<file path="src/rtl/pu_operand_loader.sv">
// Serial-to-parallel operand packer feeding PU2: collects four XLEN-bit operands
// per group, zero-pads a short final group, and hands it off over valid/ready.
module pu_operand_loader #(
  parameter int XLEN = 5,
  parameter int CNTW = 8
) (
  input  logic            clk,
  input  logic            rst,
  input  logic [XLEN-1:0] in_data,
  input  logic            in_valid,
  input  logic            in_last,
  output logic            in_ready,
  output logic [XLEN-1:0] num1,
  output logic [XLEN-1:0] num2,
  output logic [XLEN-1:0] num3,
  output logic [XLEN-1:0] num4,
  output logic            out_valid,
  output logic            out_last,
  input  logic            out_ready,
  output logic [CNTW-1:0] group_cnt
);

  typedef enum logic {
    FILL = 1'b0,
    HOLD = 1'b1
  } state_t;

  localparam logic [CNTW-1:0] CNT_ONE = CNTW'(1);

  state_t          state;
  logic [1:0]      idx;
  logic [XLEN-1:0] slot [4];
  logic            in_fire;
  logic            out_fire;

  // In HOLD, accepting depends on the group leaving this same cycle, which is
  // what lets the handoff cycle also take slot 0 of the next group.
  always_comb begin
    // NOTE: assign a default before any condition so no latch is inferred.
    in_ready = 1'b0;
    if (rst) begin
      in_ready = (state == FILL) ? 1'b1 : out_ready;
    end
  end

  assign in_fire  = in_valid && in_ready;
  assign out_fire = out_valid && out_ready;

  // The slot registers drive PU2 directly, so the outputs are registered.
  assign num1 = slot[0];
  assign num2 = slot[1];
  assign num3 = slot[2];
  assign num4 = slot[3];

  // NOTE: sequential state uses non-blocking assignments only, so every
  // register samples pre-edge values regardless of statement order.
  always_ff @(posedge clk or negedge rst) begin
    if (!rst) begin
      state     <= FILL;
      idx       <= 2'd0;
      out_valid <= 1'b0;
      out_last  <= 1'b0;
      group_cnt <= '0;
      // NOTE: the four slots are plain flops visible on num1..num4, so they
      // are reset along with the control state.
      for (int i = 0; i < 4; i++) begin
        slot[i] <= '0;
      end
    end else begin
      case (state)
        FILL: begin
          if (in_fire) begin
            slot[idx] <= in_data;
            if (idx == 2'd3 || in_last) begin
              state     <= HOLD;
              out_valid <= 1'b1;
              out_last  <= in_last;
              idx       <= 2'd0;
              // Zero-pad whatever this group did not write.
              for (int i = 0; i < 4; i++) begin
                if (i > int'(idx)) begin
                  slot[i] <= '0;
                end
              end
            end else begin
              idx <= idx + 2'd1;
            end
          end
        end

        HOLD: begin
          if (out_fire) begin
            group_cnt <= group_cnt + CNT_ONE;
            if (in_fire) begin
              slot[0] <= in_data;
              if (in_last) begin
                // A one-operand final group closes immediately: stay in HOLD.
                out_last <= 1'b1;
                idx      <= 2'd0;
                for (int i = 1; i < 4; i++) begin
                  slot[i] <= '0;
                end
              end else begin
                state     <= FILL;
                out_valid <= 1'b0;
                out_last  <= 1'b0;
                idx       <= 2'd1;
              end
            end else begin
              state     <= FILL;
              out_valid <= 1'b0;
              out_last  <= 1'b0;
              idx       <= 2'd0;
            end
          end
        end

        default: begin
          state     <= FILL;
          out_valid <= 1'b0;
          out_last  <= 1'b0;
          idx       <= 2'd0;
        end
      endcase
    end
  end

endmodule
</file>
<file path="config.mk">
export PLATFORM = sky130hd
export DESIGN_NAME = pu_operand_loader
export DESIGN_NICKNAME = d
export VERILOG_FILES = /design/src/rtl/pu_operand_loader.sv
export SDC_FILE = /design/constraint.sdc
export NUM_CORES = 1
export LEC_CHECK = 0
export CAP_MARGIN = 20
export CORE_ASPECT_RATIO = 0.5
export CORE_MARGIN = 1
export CORE_UTILIZATION = 51
export DETAILED_ROUTE_END_ITERATION = 16
export PLACE_DENSITY_LB_ADDON = 0.15
export SYNTH_ARGS = -nofsm -noshare
export SYNTH_HDL_FRONTEND = slang
export SYNTH_SLANG_ARGS = --single-unit
</file>
<file path="constraint.sdc">
create_clock -name clk -period 4.05 [get_ports clk]
set_input_delay 1.215 -clock clk [delete_from_list [all_inputs] [get_ports clk]]
set_output_delay 1.215 -clock clk [all_outputs]
set_load 0.1 [all_outputs]
</file>
==> results.yml, run 1 <==
placed_design:
  gp_congestion: 0.817
  post-place-cells: 198
  post-dp-hpwl_um: 2130
  place_ws_ns: 0.483
  detailed_place.area_um2: 1950
  io_buffers: 40
grt:
  grtUsageTotal_pct: 20.3
  grt_pass1_vias: 922
  grt_overflow_total: 0
  antenna_found_initial: 0
  grt_first_pass_wirelength_um: 4470
  grt_max_degree: 36
worst_setup_path:
  critical_path_class: "primary input to output pin"
  r2r_cells: 4
  r2r-end: "num1[2]$_DFFE_PN0P_"
  worstPathBufferInverterCount: 3
  slowest_delay_ns: 0.58
  cp_data_arrival_time_ns: 2.36
  crit_path_end_kind: "output pin"
  cp_num_cells: 4
  reg2reg_slack_ns: 2.35
  crit_family: "buffers and inverters"
  start_kind: "primary input"
  critPathLaunch: "out_ready"
  required_ns: 2.83
  crit_fanout: 4
  r2r_start: "state$_DFF_PN0_"
  cp_cell_sequence: "clkdlybuf4s50_1 > inv_1 > a21boi_1 > buf_12"
  crit_path_top_delay_cell: "clkdlybuf4s50_1"
  worstSetupEndpoint: "in_ready"
timing:
  post-route-min-period_ns: 3.58
  fin_crit_sh_pct: 88.3
  tightest_slew_ns: 0.999
  max_slew_margin_pct: 33.2
  fmax_mhz: 280
  slew_violations: 0
  hold_viol: 0
  setup_violations: 0
  setup_ws_ns: 0.475
  setup-tns-final_ns: 0
  rsz0062_at_grt: "false"
  skew_ns: 0.00349
clock_tree:
  cts_resized: 0
  cts_buffers: 5
  root_buffer: "clkbuf_8"
  htreeDepth: 2
  postCtsHoldBufs: 0
  worstSkewPairLatency_ns: 0.28
  clkSinkCount: 33
  clock_path_buffers: 2
  cts_setup_buffers: 0
  path_clk_slew_ns: 0.07
  tritoncts: "built"
synth:
  synth_area_per_cell_um2: 12.3
  ys_seq_area_share_pct: 55.0
  syn_inst: 122
  synth-seq-cells: 33
  async_flop_share_pct: 100
  ys_types: 31
  yosys_most_used_dff: "dfrtp_1"
  synth_edf_count: 0
  ys.warnings.count: 0
  synth_nets: 138
  synth_area_um2: 1500
drt:
  drt_first_pass_iters: 4
  drtIter0Drc: 44
  antenna_left: 0
  drt_wl_total_um: 2950
  routed_via_density: 5.35
  vias: 1103
  drc: 0
  wl_per_cell_um: 14.3
status:
  status: "complete, no violations"
layout:
  final_area_um2: 2040
  final_cell_mix: "clkdlybuf4s50_1, dfrtp_1, a22o_1, nand2_1"
  layout-drive-gt1-share_pct: 15.4
  nets: 184
  syn_to_final_growth_pct: 35.7
  final_common_cell: "clkdlybuf4s50_1"
  diodes: 0
  stdcell_count: 206
flow_run:
  max_cap_viol_count: 0
floorplanning:
  fp.dieH_um: 40.4
  die-area_um2: 3180
  start_util_pct: 55.9
  io_pins: 41
  rows: 13
  core-area_um2: 2680
  die_w_um: 78.7
worst_hold_path:
  min_path_type: "register to register"
-- layout make-up --
class | count | area (µm²)
clock buffer | 5 | 68.8
clock inverter | 3 | 17.5
fill | 202 | 648
inverter | 5 | 18.8
multi-input combinational | 82 | 643
sequential | 33 | 826
tap | 37 | 46.3
timing repair buffer | 41 | 415
-- per-layer routing --
metal  vias to the layer above  track usage (%)  part of all wire, %
met2                        37             31.1                   44
met5                         -                0                    0
met1                       524             27.3                   49
met4                         0             8.33                  1.0
li1                        537                -                    -
met3                         5             6.36                  5.7
-- worst min path at each step --
| stage | from | end | cells past startpoint |
|---|---|---|---|
| 3_3_place_gp | group_cnt[7]$_DFFE_PN0P_ | group_cnt[7]$_DFFE_PN0P_ | 1 |
| 4_1_cts | group_cnt[7]$_DFFE_PN0P_ | group_cnt[7]$_DFFE_PN0P_ | 1 |
| 2_1_floorplan | state$_DFF_PN0_ | idx[0]$_DFFE_PN0P_ | 2 |
| 3_5_place_dp | group_cnt[7]$_DFFE_PN0P_ | group_cnt[7]$_DFFE_PN0P_ | 1 |
| 5_1_grt | group_cnt[7]$_DFFE_PN0P_ | group_cnt[7]$_DFFE_PN0P_ | 1 |
| 6_report | group_cnt[7]$_DFFE_PN0P_ | group_cnt[7]$_DFFE_PN0P_ | 1 |
-- through the flow --
stage | util, % | hold slack [ns]
after detailed placement | 72.6 | 0.469
after global placement | 72.6 | 0.461
after floorplan | - | 0.561
final | 75.9 | 0.471
after CTS | 75.9 | 0.478
after global routing | 75.9 | 0.508
-- cell families after synthesis --
group           Yosys count  share of synthesized area, %
fa+ha+maj                 6                          5.00
simple gates             32                          11.7
flops                    33                          55.0
xor+xnor                  7                          4.09
buf+inv                   7                          2.09
compound gates           32                          18.3
mux                       5                          3.75
-- cell usage after synthesis, types with 2 or more instances --
cell type   n  area share (%)
a21oi_1     4             1.3
a21oi_4     2             2.2
a22o_1     15             8.8
and2_1      2            0.83
and3_1      2            0.83
dfrtp_1    33              55
ha_1        6             5.0
inv_1       5             1.3
mux2_2      5             3.8
nand2_1     8             2.0
nand2_2     2            0.83
nand3_1     4             1.3
nand4_1     2            0.83
nor2_1      6             1.5
o21ai_0     5             1.7
xnor2_1     6             3.5
-- state kept, by name, summed over array words and instances, names as in the netlist --
signal and cells:
num1 5, idx 2, group_cnt 8, num3 5
num2 5, state 1, num4 5, out_last 1
out_valid 1
-- worst register-to-register path: stages, from the launching register on --
cell and delay, ns:
dfrtp_1 0.57, inv_1 0.25, nand2_1 0.13, a21oi_4 0.26, mux2_2 0.37
Power of run 1 is left out: the tool's default activity adds up to more than one toggle a clock period on the data nets, which glitch-free logic cannot reach.
==> run 2, diff against run 1 <==
- ABC_AREA: not set -> 1
- CORE_UTILIZATION: 51 -> 53
- GPL_ROUTABILITY_DRIVEN: not set -> 0
==> run 2 against run 1 <==
Maximum frequency grew 2.1%. Wire length grew 30%. Cell area grew 10%. Critical path depth shrank 1. Critical endpoint unchanged. Register-to-register slack gained 0.12 ns. Largest cell class unchanged. Utilization shrank 2.2 points. Worst hold slack lost 0.00056 ns. First-iteration DRC count grew to 3.0 times the previous value. Sequential cell count is the same. Setup slack gained 0.074 ns.
==> results.yml, run 2 <==
worst_setup_path:
  critical_path_class: "primary input to output pin"
  cp_data_arrival_time_ns: 2.29
  crit_path_end_kind: "output pin"
  crit_fanout: 2
  cp_cell_sequence: "clkdlybuf4s50_1 > a21boi_1 > buf_12"
  worstPathBufferInverterCount: 2
  slowest_delay_ns: 0.53
  start_kind: "primary input"
  required_ns: 2.83
  crit_family: "buffers and inverters"
  crit_path_top_delay_cell: "clkdlybuf4s50_1"
synth:
  ys_types: 27
  synth_area_um2: 1730
  synth_area_per_cell_um2: 8.18
  synth-seq-cells: 33
  synth_nets: 227
  yosysMostFrequentCell: "nand2_1"
  yosys_most_used_dff: "dfrtp_1"
  syn_inst: 211
  synth_area_leaders: "dfrtp_1, nand2_1, ha_1"
  synth_edf_count: 0
  ys.warnings.count: 0
  synth_top_area_share_pct: 47.8
  ys_seq_area_share_pct: 47.8
  async_flop_share_pct: 100
  synth_top_area_cell: "dfrtp_1"
  synthTopCellsByCount: "nand2_1, dfrtp_1, inv_1"
layout:
  stdcell_count: 294
  nets: 269
  largest_reg_flops: 8
  final_cell_mix: "nand2_1, clkdlybuf4s50_1, dfrtp_1, inv_1, nand3_1"
  layout-drive-gt1-share_pct: 7.48
  regMostFlops: "group_cnt"
  diodes: 0
  final_common_cell: "nand2_1"
  syn_to_final_growth_pct: 30.1
clock_tree:
  cts_buffers: 5
  cts_setup_buffers: 0
  root_buffer: "clkbuf_8"
  clkSinkCount: 33
  cts_resized: 0
  path_clk_slew_ns: 0.06
  postCtsHoldBufs: 0
  htreeDepth: 2
  worstSkewPairLatency_ns: 0.29
  clock_path_buffers: 2
  tritoncts: "built"
drt:
  drc: 0
  wl_per_cell_um: 13.1
  antenna_left: 0
  routed_via_density: 5.31
  drt_first_pass_iters: 4
  vias: 1561
  drt_wl_total_um: 3850
  drtIter0Drc: 130
grt:
  grtUsageTotal_pct: 24.3
  gr-usage-met1_pct: 34.0
  grt_max_degree: 37
  grt_overflow_total: 0
  grt_pass1_vias: 1352
  grt_use_met2_pct: 34.9
  grt-busiest-layer: "met2"
  grt_first_pass_wirelength_um: 6150
  grt.met3_usage_pct: 7.61
  antenna_found_initial: 0
floorplanning:
  die_w_um: 82.7
  die-area_um2: 3500
  core-area_um2: 3050
  io_pins: 41
  start_util_pct: 56.7
  rows: 14
  fp.dieH_um: 42.4
placed_design:
  io_buffers: 40
  post-dp-hpwl_um: 2740
  post-place-cells: 286
  place_ws_ns: 0.557
timing:
  hold_viol: 0
  setup-tns-final_ns: 0
  slew_violations: 0
  fmax_mhz: 286
  skew_ns: 0.00704
  tightest_slew_ns: 0.979
  max_slew_margin_pct: 34.5
  post-route-min-period_ns: 3.50
  fin_crit_sh_pct: 86.4
  setup_ws_ns: 0.549
  hold_slack_ns: 0.471
  setup_violations: 0
  rsz0062_at_grt: "false"
flow_run:
  max_cap_viol_count: 0
status:
  status: "complete, no violations"
worst_hold_path:
  min_path_type: "register to register"
-- run 2: changes by cell type after synthesis, sizes merged, moves of 4 or more --
cell	delta
a21oi	+4
a22o	-15
inv	+15
nand3	+11
o21ai	+10
nand2	+66
o21a	+5
mux2	-5
-- run 2: worst paths after layout --
check	startpoint	end	slack, ns	depth (start not counted)
setup / recovery	rst	in_ready	0.55	3
hold / removal	group_cnt[7]$_DFFE_PN0P_	group_cnt[7]$_DFFE_PN0P_	0.47	1
setup reg to reg	idx[0]$_DFFE_PN0P_	num3[0]$_DFFE_PN0P_	2.47	6
hold reg to reg	group_cnt[7]$_DFFE_PN0P_	group_cnt[7]$_DFFE_PN0P_	0.47	1
max in group asynchronous	rst	num2[3]$_DFFE_PN0P_	2.27	2
min in group asynchronous	rst	num1[2]$_DFFE_PN0P_	1.46	2
-- run 2: through the flow --
stage	area, µm²	util [%]
2_1_floorplan	1730	-
3_3_place_gp	2160	71.0
3_5_place_dp	2160	71.0
4_1_cts	2250	73.7
5_1_grt	2250	73.7
6_report	2250	73.7
-- run 2: cell type report --
| type | count | area, µm² |
|---|---|---|
| Tap cell | 40 | 50.0 |
| Timing Repair Buffer | 41 | 418 |
| Sequential cell | 33 | 826 |
| Inverter | 20 | 75.1 |
| Clock inverter | 2 | 10.0 |
| Clock buffer | 6 | 72.6 |
| Fill cell | 250 | 802 |
| Multi-Input combinational cell | 152 | 795 |
-- run 2: cells by family (layout without fill, tap and decap cells) --
logic type / count (synthesis) / after routing / share of synthesized area [%]
AO/OA/AOI/OAI: 34 / 34 / 11.1
AND/OR/NAND/NOR: 106 / 106 / 27.5
flip-flops: 33 / 33 / 47.8
buffers and inverters: 26 / 69 / 6.16
XOR/XNOR: 6 / 6 / 3.04
adder cells (fa/ha/maj): 6 / 6 / 4.35
-- run 2: routing by layer --
metal	up-vias	wire length [µm]
met2	62	1730
met5	-	0
met4	0	68
met1	722	1780
li1	768	-
met3	9	274
Power of run 2 is left out for the same reason.
